**src/rtl/ifid_buffer.sv**
```systemverilog
// rtl/ifid_buffer.sv - in-order IF/ID skid FIFO with RV32I predecode
//
// Optional feature: define IFID_BYPASS_EN to let a fetch beat pass straight
// to decode in the same cycle when the buffer is empty. Without it the
// buffer always adds one cycle and has no in_* -> out_* combinational path.

module ifid_buffer #(
  parameter int DEPTH = 2,
  parameter int XLEN  = 32
) (
  input  logic                     clk,
  input  logic                     reset_n,
  input  logic                     flush,
  input  logic                     in_valid,
  output logic                     in_ready,
  input  logic [XLEN-1:0]          in_pc,
  input  logic [XLEN-1:0]          in_instr,
  output logic                     out_valid,
  input  logic                     out_ready,
  output logic [XLEN-1:0]          out_pc,
  output logic [XLEN-1:0]          out_instr,
  output logic [6:0]               out_opcode,
  output logic [4:0]               out_rd,
  output logic [4:0]               out_rs1,
  output logic [4:0]               out_rs2,
  output logic [2:0]               out_funct3,
  output logic                     out_illegal,
  output logic [$clog2(DEPTH):0]   count
);

  localparam int AW = $clog2(DEPTH);
  localparam int CW = AW + 1;
  localparam logic [CW-1:0] FULL = CW'(DEPTH);

  logic [XLEN-1:0] mem_pc    [DEPTH];
  logic [XLEN-1:0] mem_instr [DEPTH];
  logic [AW-1:0]   wr_ptr;
  logic [AW-1:0]   rd_ptr;
  logic [CW-1:0]   cnt_q;

  logic stored_valid;
  logic bypass;
  logic push;
  logic pop;
  logic write_en;
  logic read_en;
  logic opcode_legal;

  // Bypass is only possible when nothing is queued, so ordering is preserved.
`ifdef IFID_BYPASS_EN
  assign bypass = reset_n & ~flush & in_valid & (cnt_q == '0);
`else
  assign bypass = 1'b0;
`endif

  // Handshakes, head selection and the split of push/pop into storage actions.
  always_comb begin
    stored_valid = (cnt_q != '0);
    in_ready     = reset_n & (cnt_q != FULL) & ~flush;
    out_valid    = (stored_valid & ~flush) | bypass;
    out_pc       = bypass ? in_pc    : mem_pc[rd_ptr];
    out_instr    = bypass ? in_instr : mem_instr[rd_ptr];
    push         = in_valid & in_ready;
    pop          = out_valid & out_ready;
    // A bypassed beat taken by decode never touches storage.
    write_en     = push & ~(bypass & out_ready);
    read_en      = pop & ~bypass;
  end

  // Pointer and occupancy bookkeeping; flush wins over any handshake.
  always_ff @(posedge clk or negedge reset_n) begin
    if (!reset_n) begin
      wr_ptr <= '0;
      rd_ptr <= '0;
      cnt_q  <= '0;
    end else if (flush) begin
      wr_ptr <= '0;
      rd_ptr <= '0;
      cnt_q  <= '0;
    end else begin
      if (write_en) wr_ptr <= wr_ptr + AW'(1);
      if (read_en)  rd_ptr <= rd_ptr + AW'(1);
      cnt_q <= cnt_q + {{AW{1'b0}}, write_en} - {{AW{1'b0}}, read_en};
    end
  end

  // Payload storage, cleared on reset so the idle head reads as zero.
  always_ff @(posedge clk or negedge reset_n) begin
    if (!reset_n) begin
      for (int i = 0; i < DEPTH; i++) begin
        mem_pc[i]    <= '0;
        mem_instr[i] <= '0;
      end
    end else if (!flush && write_en) begin
      mem_pc[wr_ptr]    <= in_pc;
      mem_instr[wr_ptr] <= in_instr;
    end
  end

  // Predecode of the presented instruction; illegal only flags a live beat.
  always_comb begin
    out_opcode = out_instr[6:0];
    out_rd     = out_instr[11:7];
    out_funct3 = out_instr[14:12];
    out_rs1    = out_instr[19:15];
    out_rs2    = out_instr[24:20];
    case (out_instr[6:0])
      7'b0110111, 7'b0010111, 7'b1101111, 7'b1100111,
      7'b1100011, 7'b0000011, 7'b0100011, 7'b0010011,
      7'b0110011, 7'b0001111, 7'b1110011: opcode_legal = 1'b1;
      default:                            opcode_legal = 1'b0;
    endcase
    out_illegal = out_valid & ~opcode_legal;
  end

  assign count = cnt_q;

endmodule

```
**config.mk**
```make
export PLATFORM = sky130hd
export DESIGN_NAME = ifid_buffer
export DESIGN_NICKNAME = d
export VERILOG_FILES = /design/src/rtl/ifid_buffer.sv
export SDC_FILE = /design/constraint.sdc
export NUM_CORES = 1
export LEC_CHECK = 0
export BUFFER_PORTS_ARGS = -buffer_cell sky130_fd_sc_hd__buf_2
export CORE_ASPECT_RATIO = 0.8
export CORE_MARGIN = 5
export CORE_UTILIZATION = 40
export CTS_CLUSTER_SIZE = 8
export DETAILED_ROUTE_END_ITERATION = 12
export GPL_TIMING_DRIVEN = 0
export PLACE_DENSITY = 0.66
export SYNTH_ARGS = -nofsm -noshare
export SYNTH_HDL_FRONTEND = slang
export SYNTH_SLANG_ARGS = --single-unit
```
**constraint.sdc**
```tcl
create_clock -name clk -period 2.05 [get_ports clk]
set_clock_uncertainty 0.15 [all_clocks]
set_input_delay 0.41 -clock clk [delete_from_list [all_inputs] [get_ports clk]]
set_output_delay 0.41 -clock clk [all_outputs]
set_load 0.05 [all_outputs]
```
## Word-level counts from Yosys, hierarchy flattened

Cells that the tools add are included.

| word-level totals | value |
|---|---|
| register bits after elaboration | 132 |
| input port bits | 69 |
| output and inout port bits | 94 |
| word-level logic and storage cells | 59 |

| operators by class | value |
|---|---|
| add/subtract/negate cells | 4 |
| $lt $le $gt $ge | 3 |
| eq/ne operators | 12 |
| multiplexer cells | 16 |
| bitwise operators | 10 |
| reductions and logical operators | 7 |

Operators with widths:

| kind | count |
|---|---|
| 32-bit two-way mux | 7 |
| 64-bit bitwise mux | 2 |
| 32-bit demux with 1-bit select | 1 |
| 7-bit == test (second input constant) | 4 |
| 7-bit by 6-bit == test with 1-bit output (second input constant) | 3 |
| 7-bit by 5-bit == test with 1-bit output (second input constant) | 2 |
| 11-bit OR reduction | 1 |
| 7-bit by 2-bit == test with 1-bit output (second input constant) | 1 |
| 7-bit by 4-bit == test with 1-bit output (second input constant) | 1 |
| 1-bit bitwise AND | 6 |
| 2-bit nonzero test | 3 |
| 1-bit two-way mux | 5 |
| 2-bit greater-or-equal comparator (second input constant) | 2 |
| 1-bit inverter with 2-bit output | 2 |
| 1-bit adder (second input constant) | 2 |
| 2-bit by 1-bit adder with 2-bit output | 1 |
| 1-bit logical AND | 2 |
| 2-bit by 1-bit less-than comparator with 1-bit output (second input constant) | 1 |
| 2-bit two-way mux | 1 |
| 2-bit inequality test (second input constant) | 1 |
| 1-bit inverter | 2 |
| 2-bit by 1-bit subtractor with 2-bit output | 1 |
| 1-bit zero test | 1 |

## Depth between registers and ports, before layout

Gate-level depths: netlist (run 1).

| depth | value |
|---|---|
| depth after elaboration | 9 |
| depth in mapped cells | 8 |

## Least setup slack after synthesis (run 1)

OpenSTA, ideal clock, no wires.

| timing | value |
|---|---|
| kind | reg-to-output |
| start point | reg cnt_q[1], in the netlist count[1] |
| end point | out out_illegal |
| arrival time | 2,734 ps |
| data required time | 1,490 ps |
| slack | -1,244 ps |
| cell stages (with the launch flop) | 4 |
| buffers on the path | 0 |
| path through | dfrtp_1 -> nor2_1 -> nor2_1 -> a21boi_0 |

| on the way | value |
|---|---|
| word-level cells in the longest chain between the ends | 3 |

Ends and longest elaborated chain:

| item | line | text |
|---|---|---|
| start: declaration | 39 | `logic [CW-1:0] cnt_q;` |
| start signal: assignment | 83 | `cnt_q <= cnt_q + {{AW{1'b0}}, write_en} - {{AW{1'b0}}, read_en};` |
| 2-bit nonzero test | 58 | `stored_valid = (cnt_q != '0);` |
| 1-bit bitwise AND | 60 | `out_valid = (stored_valid & ~flush) \| bypass;` |
| named net out_valid | 18 | `output logic out_valid,` |
| 1-bit bitwise AND | 113 | `out_illegal = out_valid & ~opcode_legal;` |
| end: declaration | 27 | `output logic out_illegal,` |

The timed path passes the listed nets, and every way through them passes these cells.

## Worst setup path after layout (run 1)

| timing | value |
|---|---|
| start point | reg rd_ptr |
| end point | out out_rs2[4] |

| on the way | value |
|---|---|
| word-level cells in the longest chain between the ends | 4 |

Ends and longest elaborated chain:

| item | line | text |
|---|---|---|
| start: declaration | 38 | `logic [AW-1:0] rd_ptr;` |
| start signal: assignment | 82 | `if (read_en) rd_ptr <= rd_ptr + AW'(1);` |
| 1-bit inverter with 2-bit output (not written as such) | 62 | `out_instr = bypass ? in_instr : mem_instr[rd_ptr];` |
| 32-bit two-way mux (not written as such) (3 in series) | 62 |  |
| end: declaration | 25 | `output logic [4:0] out_rs2,` |

No other way between the ends. The select of a mux whose other input is x is not followed.

==> results by group, run 1 <==
Synth
  – Synthesized area: 6240 um2
  – Syn Nets: 468
  – Mux share of post-synthesis cell area: 38.4%
  – Seq/Total Area, Yosys: 52.9%
  – Cell count after synthesis: 397
  – Avg Cell Area, Syn: 15.7 um2
  – XOR/XNOR Fraction of Synth Area: 0.281%
  – Largest family of logic cells by synthesized area: multiplexers
  – Simple-gate share of the synthesized area: 1.84%
  – Synth Warn #: 0
  – Most frequent cell after synthesis: dfrtp_1
  – Post-synthesis compound-gate area fraction: 0.762%
  – Synth top area cells: dfrtp_1, mux2_2, mux2_4, buf_4, buf_6
  – Netlist cell types: 28
  – Synth area leader: dfrtp_1
  – #FFs+latches synth: 132
  – Share of the synthesized area in the top cell type: 52.9%
  – Async S/R FF share, synth: 100%
  – Number of synthesized flops with an enable pin: 0
  – Most used DFF post-synth: dfrtp_1
  – Most instantiated cells after synthesis: dfrtp_1, mux2_2, mux2_4
  – Adder-cell share of the synthesized area: 0.401%

STA
  – RSZ-0062 raised after global routing: yes
  – Hold Fails Final Rpt: 0
  – Max-slew headroom: 83.1%
  – Post-route minimum period: 2.50 ns
  – Setup ws final: -0.446 ns
  – Fmax: 401 MHz
  – Final setup fails: 88
  – Tcrit/Tclk final: 122%
  – Final number of max-transition violations: 0
  – Worst-margin pin slew: 0.248 ns

CTS
  – Longest Clk Path Bufs: 2
  – TritonCTS clock tree: yes
  – Sink Count: 132
  – Skew-Pair Late Insertion Delay: 0.41 ns
  – CTS Buf Count: 17
  – Reg clk slew, reported paths: 0.06 ns
  – CTS H-tree depth: 4
  – CTS Root Cell: clkbuf_16

Worst setup path
  – Startpoint Class: flop
  – Crit path largest cell delay: 0.49 ns
  – CP Capture Type: output pin
  – CP Buf/Inv Count: 5
  – Critical Path RT: 1.49 ns
  – Critical path class: flop to output pin
  – CP top delay family: buffers and inverters
  – CP Max Fanout: 6
  – CP most frequent cell: buf_12
  – Critical-path cell list: buf_12 -> buf_12 -> buf_12 -> mux2_4 -> buf_6 -> buf_8
  – Critical path arrival: 1.94 ns
  – Crit-path slowest cell: dfrtp_2

Pwr
  – Total Power: 13.1 mW
  – Max IR drop VDD: 0.975 mV
  – Pwr per Cell Area: 1380 nW/um2
  – Leakage power: 4.66 nW

Floorplan
  – Initial cell density of the core: 41.1%
  – Die Wd: 150 um
  – Die ar.: 18200 um2
  – I/O pin count: 163
  – DIE HEIGHT: 122 um
  – # rows: 40
  – Total core area: 15200 um2

Finish
  – Fill count: 1114
  – Final Cell Area: 9490 um2
  – Layout cells sized above 1: 75.6%
  – Area Overhead vs Synth: 52.2%
  – Antenna cell count: 0
  – Fin util: 62.6%
  – Nets: 677

Placed design
  – Pre-CTS setup slack: -0.882 ns
  – DP HPWL: 9720 um
  – GPL Wtd Cong: 0.784
  – Area post-placement: 7460 um2
  – # port buffers: 162

GRT
  – Largest net degree at the start of global routing: 35
  – Antenna violations before repair: 1
  – Met1 usage in global routing: 22.3%
  – GR Util met3: 6.77%
  – GR Util met2: 27.5%
  – First-pass GRT wire length: 24200 um
  – Total global routing overflow: 0
  – Number of global-route vias before repair: 4395
  – GRT busiest layer: met2
  – Gr usage total: 17.2%

Detailed routing
  – Final WL: 16000 um
  – Via count: 3955
  – Final ANT Viol Nets: 0
  – 1st-pass router iterations: 4
  – Post-route DRC violation count: 0
  – DR WL/cell: 19.4 um
  – Via density: 4.78
  – Drt initial violations: 151

Run status
  – Failing checks: setup timing
  – Status: complete, but fails checks

Flow run
  – Max-cap violations: 0

Min path
  – Hold crit path type: input pin to flop
## routing by layer
metal	part of all wire [%]	vias up
met5	0.044	-
met2	48	122
met1	44	2011
met3	6.7	17
li1	-	1803
met4	1.2	2
## sequential cells by signal, summed over array words and instances (netlist names)
register,cells
mem_pc,64
wr_ptr,1
count,2
rd_ptr,1
mem_instr,64
## path summary, 6_finish.rpt
kind	slack, ns	endpoint	startpoint	cells after the start
hold reg to reg	0.34	mem_instr[40]	mem_instr[40]	1
setup reg to reg	0.14	mem_instr[35]	count[1]	6
min in group asynchronous	0.52	mem_pc[30]	reset_n	3
setup / recovery	-0.45	out_rs2[4]	rd_ptr	6
hold / removal	0.09	mem_instr[21]	in_instr[21]	2
max in group asynchronous	0.92	mem_pc[52]	reset_n	5
## power by group
part           switching [mW]  leakage (nW)  internal (mW)
Combinational            3.33          2.77           3.13
Clock                    1.12         0.273           1.69
Sequential              0.448          1.62           3.37
Total                    4.90          4.66           8.19
## timing repair
action | 4_1_cts | 5_1_grt
gates resized for setup | 189 | 128
buffers inserted | 6 | 7
pin swaps | 6 | 3
setup endpoints to repair | 219 | 91
hold buffers | 9 | 0
endpoints found under the hold margin | 98 | 0
cloned | 5 | 2
## final cells by class
class	instances	area, um2	share of cell area [%]
flip-flops and latches	132	3310	34.8
plain buffers	44	472	4.97
clock buffers	22	494	5.21
well taps	210	263	2.77
inverters	3	13.8	0.145
multi-input cells	218	2920	30.8
repair buffers	190	1970	20.8
clock inverters	9	53.8	0.567
## placed cells by master (no fill, tap or decap), types with 2 or more instances in the layout
master / count
buf_4: 21
bufbuf_16: 2
clkbuf_16: 19
clkinvlp_4: 2
buf_16: 3
dfrtp_2: 3
mux2_1: 4
clkinv_2: 6
buf_8: 56
nor2_1: 2
dlygate4sd3_1: 4
nor2_4: 3
mux2_4: 123
buf_12: 14
dfrtp_1: 129
and2_1: 2
inv_1: 2
buf_2: 89
buf_6: 42
clkbuf_8: 5
ha_1: 2
mux2_2: 65
## per-stage QoR
stage	hold slack (ns)	setup TNS, ns	instances
after global placement	0.313	-489.39	769
after global routing	0.0718	-30.32	828
after floorplan	-0.0356	-0.608	397
after CTS	0.0715	-29.78	821
after detailed placement	0.308	-112.17	770
final	0.0933	-25.96	828
## kinds of logic after synthesis
kind of cell    count (synthesis)
fa+ha+maj                       2
flops                         132
mux                           193
simple gates                   14
xor+xnor                        2
buf+inv                        47
compound gates                  7
Note: power is estimated with default switching activity, not from simulation.
==> run 2: changes to the inputs <==
--- a/config.mk
+++ b/config.mk
@@ -13,6 +13,7 @@
 export DETAILED_ROUTE_END_ITERATION = 12
 export GPL_TIMING_DRIVEN = 0
 export PLACE_DENSITY = 0.66
+export SETUP_SLACK_MARGIN = 0.15
 export SYNTH_ARGS = -nofsm -noshare
 export SYNTH_HDL_FRONTEND = slang
 export SYNTH_SLANG_ARGS = --single-unit
==> results by group, run 2 (synthesis gave the netlist of run 1 again) <==
Floorplan
  – Total core area: 15200 um2 (unchanged)
  – Die Wd: 150 um (unchanged)
  – I/O pin count: 163 (unchanged)
  – Die ar.: 18200 um2 (unchanged)
  – DIE HEIGHT: 122 um (unchanged)
  – Initial cell density of the core: 41.1% (unchanged)
  – # rows: 40 (unchanged)

STA
  – Worst-margin pin slew: 0.319 ns (+0.0717 ns)
  – Final number of max-transition violations: 0 (unchanged)
  – Final setup fails: 90 (+2.3%)
  – Worst hold margin: -0.292 ns (-0.386 ns)
  – Tcrit/Tclk final: 123% (+0.92 points)
  – RSZ-0062 raised after global routing: yes
  – TNS Setup: -23.15 ns (+2.81 ns)
  – Hold Fails Final Rpt: 69 (+69)
  – Max-slew headroom: 78.3% (-4.8 points)
  – Post-route minimum period: 2.52 ns (+0.0189 ns)
  – Setup ws final: -0.465 ns (-0.0189 ns)
  – Fmax: 398 MHz (-0.75%)

Placed design
  – GPL Wtd Cong: 0.767 (-2.1%)
  – DP HPWL: 9810 um (+0.93%)
  – # port buffers: 162 (unchanged)

Finish
  – Most frequent cells in the layout: dfrtp_1, mux2_2, mux2_4
  – Nets: 670 (-1.0%)
  – Layout cells sized above 1: 75.7% (+0.087 points)
  – Area Overhead vs Synth: 46.8%
  – Commonest non-fill, non-tap cell in the layout: dfrtp_1
  – Antenna cell count: 0 (unchanged)

Worst setup path
  – CP Max Fanout: 4 (-2)
  – Critical Path RT: 1.49 ns (about the same)
  – Crit-path slowest cell: dfrtp_2
  – Critical-path cell list: buf_12 -> mux2_4 -> a211oi_2 -> o21ai_2 -> a21boi_4 -> buf_8
  – Reg2reg start: count[1]
  – Cells on worst reg2reg path: 5 (-1)
  – Critical path class: flop to output pin
  – Critical path arrival: 1.96 ns (+0.02 ns)
  – CP Buf/Inv Count: 2 (-3)
  – Startpoint Class: flop
  – CP Capture Type: output pin
  – Critical Path Stages: 6 (unchanged)
  – CP top delay family: compound AO/OA/AOI/OAI gates
  – R2R Path End: mem_pc[27]
  – FF-to-FF setup slack: 0.23 ns (+0.09 ns)
  – Crit path largest cell delay: 0.44 ns (-0.05 ns)

Pwr
  – Clock Power Share: 25.1% (+3.7 points)
  – Max IR drop VDD: 0.681 mV (-30%)
  – P_sw: 4.75 mW (-3.1%)
  – Combinational share of power: 45.9% (-3.5 points)
  – Leakage power: 4.48 nW (-3.9%)
  – Internal power: 8.28 mW (+1.2%)
  – Pwr per Cell Area: 1420 nW/um2 (+3.2%)
  – Part of the power in registers: 29.0% (about the same)
  – Switching share of power: 36.4% (-1.0 points)

CTS
  – CTS Root Cell: clkbuf_16
  – Skew-Pair Late Insertion Delay: 0.40 ns (about the same)
  – TritonCTS clock tree: yes
  – Reg clk slew, reported paths: 0.06 ns (about the same)
  – CTS H-tree depth: 4 (unchanged)
  – Longest Clk Path Bufs: 2 (unchanged)
  – Sink Count: 132 (unchanged)
  – CTS Buf Count: 17 (unchanged)

Detailed routing
  – Final WL: 14700 um (-8.2%)
  – 1st-pass router iterations: 4 (unchanged)
  – Via count: 3956 (+0.025%)
  – Routed met1 length: 6590 um (-6.9%)
  – Met3 WL post-DR: 1100 um (+1.7%)
  – Highest routed layer: met5
  – DR WL/cell: 17.9 um (-7.5%)
  – Drt initial violations: 121 (-20%)
  – Via density: 4.81 (+0.76%)
  – Metal2 WL: 6940 um (-9.5%)
  – Post-route DRC violation count: 0 (unchanged)
  – Final ANT Viol Nets: 0 (unchanged)

GRT
  – Antenna violations before repair: 1 (unchanged)
  – First-pass GRT wire length: 23300 um (-3.7%)
  – Total global routing overflow: 0 (unchanged)
  – Number of global-route vias before repair: 4396 (+0.023%)
  – Largest net degree at the start of global routing: 54 (+54%)
  – Gr usage total: 16.5% (-0.77 points)

Run status
  – Status: complete, but fails checks
  – Failing checks: hold timing, setup timing

Flow run
  – Max-cap violations: 0 (unchanged)

Min path
  – Hold crit path type: input pin to async pin
[run 2: cell types whose count changed in the layout (fill, tap and decap cells not counted), sizes merged]
cell,change
buf,-2
bufinv,+4
clkbuf,-3
clkinv,-2
dlygate4sd3,-4
inv,+1
[run 2: worst register-to-register path, delay by kind of cell (launching register included)]
| kind | cells | cell delay, ns |
|---|---|---|
| multiplexers | 1 | 0.32 |
| flip-flops | 1 | 0.45 |
| buffers and inverters | 1 | 0.26 |
| AND/OR/NAND/NOR | 3 | 0.53 |
[run 2: cell type report]
class	instances	area, um2
clock inverter	12	176
buffer	44	484
clock buffer	20	467
timing repair buffer	183	1660
tap	210	263
fill	1155	6010
multi-input combinational	218	2790
inverter	3	11.3
sequential	132	3310
[run 2: stage by stage]
step                      setup WS [ns]  utilization (%)  cell area (um2)  power (mW)  cells
final                            -0.465             60.4             9160        13.0    822
after global routing             -0.560             60.4             9160        13.6    822
after CTS                        -0.479             57.9             8790        12.7    815
after detailed placement         -0.799             49.9             7560        8.80    770
after global placement            -2.29             49.6             7530        8.67    769
after floorplan                 -0.0149                -             6450        7.85    397
[run 2: power by group through the flow]
| stage | Sequential (mW) | Clock [mW] | Combinational [mW] |
|---|---|---|---|
| 2_1_floorplan | 3.69 | 0 | 4.15 |
| 3_3_place_gp | 3.75 | 0 | 4.92 |
| 3_5_place_dp | 3.80 | 0 | 5.00 |
| 4_1_cts | 3.78 | 3.36 | 5.58 |
| 5_1_grt | 3.87 | 3.46 | 6.24 |
| 6_report | 3.78 | 3.27 | 5.98 |
[run 2: how the worst max path moves through the flow]
stage             from             to  slack (ns)
3_5_place_dp   reset_n     mem_pc[39]       -0.80
2_1_floorplan   rd_ptr    out_illegal       -0.01
4_1_cts         rd_ptr    out_illegal       -0.48
6_report        rd_ptr    out_illegal       -0.47
3_3_place_gp   reset_n  mem_instr[39]       -2.29
5_1_grt         rd_ptr    out_illegal       -0.56
[run 2: what timing repair did]
item / CTS / global route
buffers inserted: 8 / 7
hold endpoints to repair: 50 / 50
pin swaps: 3 / 2
endpoints found under the setup margin: 221 / 142
cloned: 5 / 0
gates resized for setup: 122 / 108
[run 2: metal layers]
layer | vias up | global-route usage [%]
met4 | 2 | 4.35
met5 | - | 0
met2 | 115 | 26.1
li1 | 1796 | -
met3 | 9 | 6.21
met1 | 2034 | 21.4
==> run 3: changes to the inputs <==
--- a/config.mk
+++ b/config.mk
@@ -6,13 +6,13 @@
 export NUM_CORES = 1
 export LEC_CHECK = 0
 export BUFFER_PORTS_ARGS = -buffer_cell sky130_fd_sc_hd__buf_2
+export CAP_MARGIN = 30
 export CORE_ASPECT_RATIO = 0.8
 export CORE_MARGIN = 5
 export CORE_UTILIZATION = 40
 export CTS_CLUSTER_SIZE = 8
 export DETAILED_ROUTE_END_ITERATION = 12
 export GPL_TIMING_DRIVEN = 0
-export PLACE_DENSITY = 0.66
 export SETUP_SLACK_MARGIN = 0.15
 export SYNTH_ARGS = -nofsm -noshare
 export SYNTH_HDL_FRONTEND = slang
==> constraint.sdc (replaced) <==
create_clock -name clk -period 2.6 [get_ports clk]
set_clock_uncertainty 0.15 [all_clocks]
set_input_delay 0.52 -clock clk [delete_from_list [all_inputs] [get_ports clk]]
set_output_delay 0.52 -clock clk [all_outputs]
set_load 0.05 [all_outputs]
==> results by group, run 3 (synthesis gave the netlist of run 1 again) <==
Run status
  – Status: complete, but fails checks
  – Failing checks: hold timing, setup timing

Detailed routing
  – Drt initial violations: 92 (-24%)
  – 1st-pass router iterations: 6 (+2)
  – Post-route DRC violation count: 0 (unchanged)
  – Final WL: 14600 um (-1.0%)
  – Via count: 3878 (-2.0%)
  – DR WL/cell: 17.9 um (-0.29%)
  – Via density: 4.75 (-1.3%)
  – Final ANT Viol Nets: 0 (unchanged)

Worst setup path
  – CP Capture Type: output pin
  – Reg2reg start: count[1]
  – Startpoint Class: flop
  – FF-to-FF setup slack: 0.65 ns (+0.42 ns)
  – R2R Path End: mem_instr[32]
  – Cells on worst reg2reg path: 5 (unchanged)
  – Critical path class: flop to output pin
  – Critical Path RT: 1.93 ns (+0.44 ns)
  – Critical path arrival: 1.96 ns (about the same)
  – CP Max Fanout: 6 (+2)

STA
  – Hold Fails Final Rpt: 2 (-97%)
  – Post-route minimum period: 2.63 ns
  – Final setup fails: 3 (-97%)
  – Max-slew headroom: 41.2% (-37 points)
  – Final number of max-transition violations: 0 (unchanged)
  – Fmax: 380 MHz
  – Worst-margin pin slew: 0.879 ns (+0.560 ns)
  – Worst hold margin: -0.0134 ns (+0.279 ns)
  – RSZ-0062 raised after global routing: yes
  – Setup ws final: -0.0334 ns (+0.432 ns)
  – Tcrit/Tclk final: 101%

Finish
  – Non-filler cells, final: 816 (-0.73%)
  – Layout cells sized above 1: 74.1% (-1.6 points)
  – Final Cell Area: 9030 um2 (-1.4%)
  – Commonest non-fill, non-tap cell in the layout: dfrtp_1
  – Antenna cell count: 0 (unchanged)
  – Area Overhead vs Synth: 44.7%
  – Most frequent cells in the layout: dfrtp_1, mux2_4, buf_2
  – Nets: 664 (-0.90%)

GRT
  – GR Util met2: 25.1% (-0.99 points)
  – First-pass GRT wire length: 22200 um (-4.8%)
  – GR Util met3: 3.79% (-2.4 points)
  – GRT busiest layer: met2
  – Gr usage total: 15.5% (-0.95 points)
  – Total global routing overflow: 0 (unchanged)
  – Met1 usage in global routing: 20.2% (-1.2 points)
  – Number of global-route vias before repair: 4201 (-4.4%)
  – Antenna violations before repair: 1 (unchanged)
  – Largest net degree at the start of global routing: 71 (+31%)

CTS
  – CTS Root Cell: clkbuf_16
  – CTS Buf Count: 17 (unchanged)
  – Sink Count: 132 (unchanged)
  – Longest Clk Path Bufs: 2 (unchanged)
  – CTS H-tree depth: 4 (unchanged)
  – TritonCTS clock tree: yes
  – Reg clk slew, reported paths: 0.06 ns (about the same)
  – Skew-Pair Late Insertion Delay: 0.41 ns (about the same)

Placed design
  – Placed cell count: 770 (unchanged)
  – # port buffers: 162 (unchanged)
  – DP HPWL: 9550 um (-2.7%)
  – GPL Wtd Cong: 0.719 (-6.3%)
  – Area post-placement: 7360 um2 (-2.7%)

Pwr
  – P_sw: 3.79 mW (-20%)
  – Combinational share of power: 47.1% (+1.2 points)
  – Clock Power Share: 23.3% (-1.8 points)
  – Pwr per Cell Area: 1120 nW/um2 (-21%)
  – Total Power: 10.1 mW (-23%)
  – Max IR drop VDD: 0.506 mV (-26%)
  – Switching share of power: 37.5% (+1.1 points)
  – Internal power: 6.30 mW (-24%)
  – Leakage power: 4.44 nW (-0.96%)
  – Part of the power in registers: 29.6% (+0.6 points)

Min path
  – Hold crit path type: input pin to async pin

Floorplan
  – Total core area: 15200 um2 (unchanged)
  – Die ar.: 18200 um2 (unchanged)
  – Initial cell density of the core: 41.1% (unchanged)
  – DIE HEIGHT: 122 um (unchanged)
  – I/O pin count: 163 (unchanged)
  – Die Wd: 150 um (unchanged)
  – # rows: 40 (unchanged)

Flow run
  – Max-cap violations: 0 (unchanged)
## run 3: cell types whose count changed in the layout (fill, tap and decap cells not counted), moves of 3 or more
cell           before  now
buf_6              81   35
dlygate4sd3_1       0    3
clkbuf_8            3    0
clkinv_4            2    5
buf_12              9    5
mux2_4             91  105
buf_2              76   89
buf_8               9   43
mux2_2             97   83
## run 3: final cells by class
cell class                 instances  area, um2
fill                            1196       6130
sequential                       132       3300
multi-input combinational        218       2810
timing repair buffer             178       1640
clock buffer                      17        425
buffer                            43        414
tap                              210        263
clock inverter                    15        159
inverter                           3       11.3
## run 3: stage by stage
stage / TNS (ns) / util, % / setup WS, ns
6_report: -0.0387 / 59.6 / -0.0334
3_3_place_gp: -366.33 / 48.3 / -1.84
3_5_place_dp: -0.287 / 48.5 / -0.0785
5_1_grt: -0.342 / 59.6 / -0.0885
2_1_floorplan: 0 / - / 0.183
4_1_cts: 0 / 55.5 / 0.00525
## run 3: per-layer routing
layer | wire, um | share of wire (%)
met5 | 20 | 0.14
met4 | 219 | 1.5
met2 | 7260 | 50
met1 | 6390 | 44
met3 | 675 | 4.6
## run 3: worst max-delay path by stage
stage | start | endpoint | slack (ns) | depth (start not counted)
global placement | reset_n | mem_instr[38] | -1.84 | 5
CTS | rd_ptr | out_rs2[3] | 0.005 | 6
finish | rd_ptr | out_illegal | -0.03 | 6
detailed placement | rd_ptr | out_rs2[3] | -0.08 | 6
global route | rd_ptr | out_illegal | -0.09 | 6
floorplan | count[1] | out_illegal | 0.18 | 3
## run 3: worst max-delay path: stages, from the launching register on
cell,delay [ns]
dfrtp_2,0.47
buf_8,0.18
buf_12,0.15
a32oi_1,0.13
a221oi_2,0.37
a21boi_4,0.09
buf_8,0.16
## run 3: repair_timing
item | CTS | global route
cloned | 2 | 2
pin swaps | 1 | 0
gates resized for setup | 130 | 153
setup endpoints to repair | 84 | 78
endpoints found under the hold margin | 62 | 4
buffers inserted | 5 | 2
## run 3: power groups by stage
stage / Combinational [mW] / Sequential (mW) / Clock, mW
floorplan: 3.09 / 2.90 / 0
global placement: 3.71 / 2.94 / 0
detailed placement: 3.76 / 2.98 / 0
CTS: 4.22 / 2.97 / 2.41
global route: 4.96 / 3.06 / 2.50
finish: 4.75 / 2.99 / 2.35
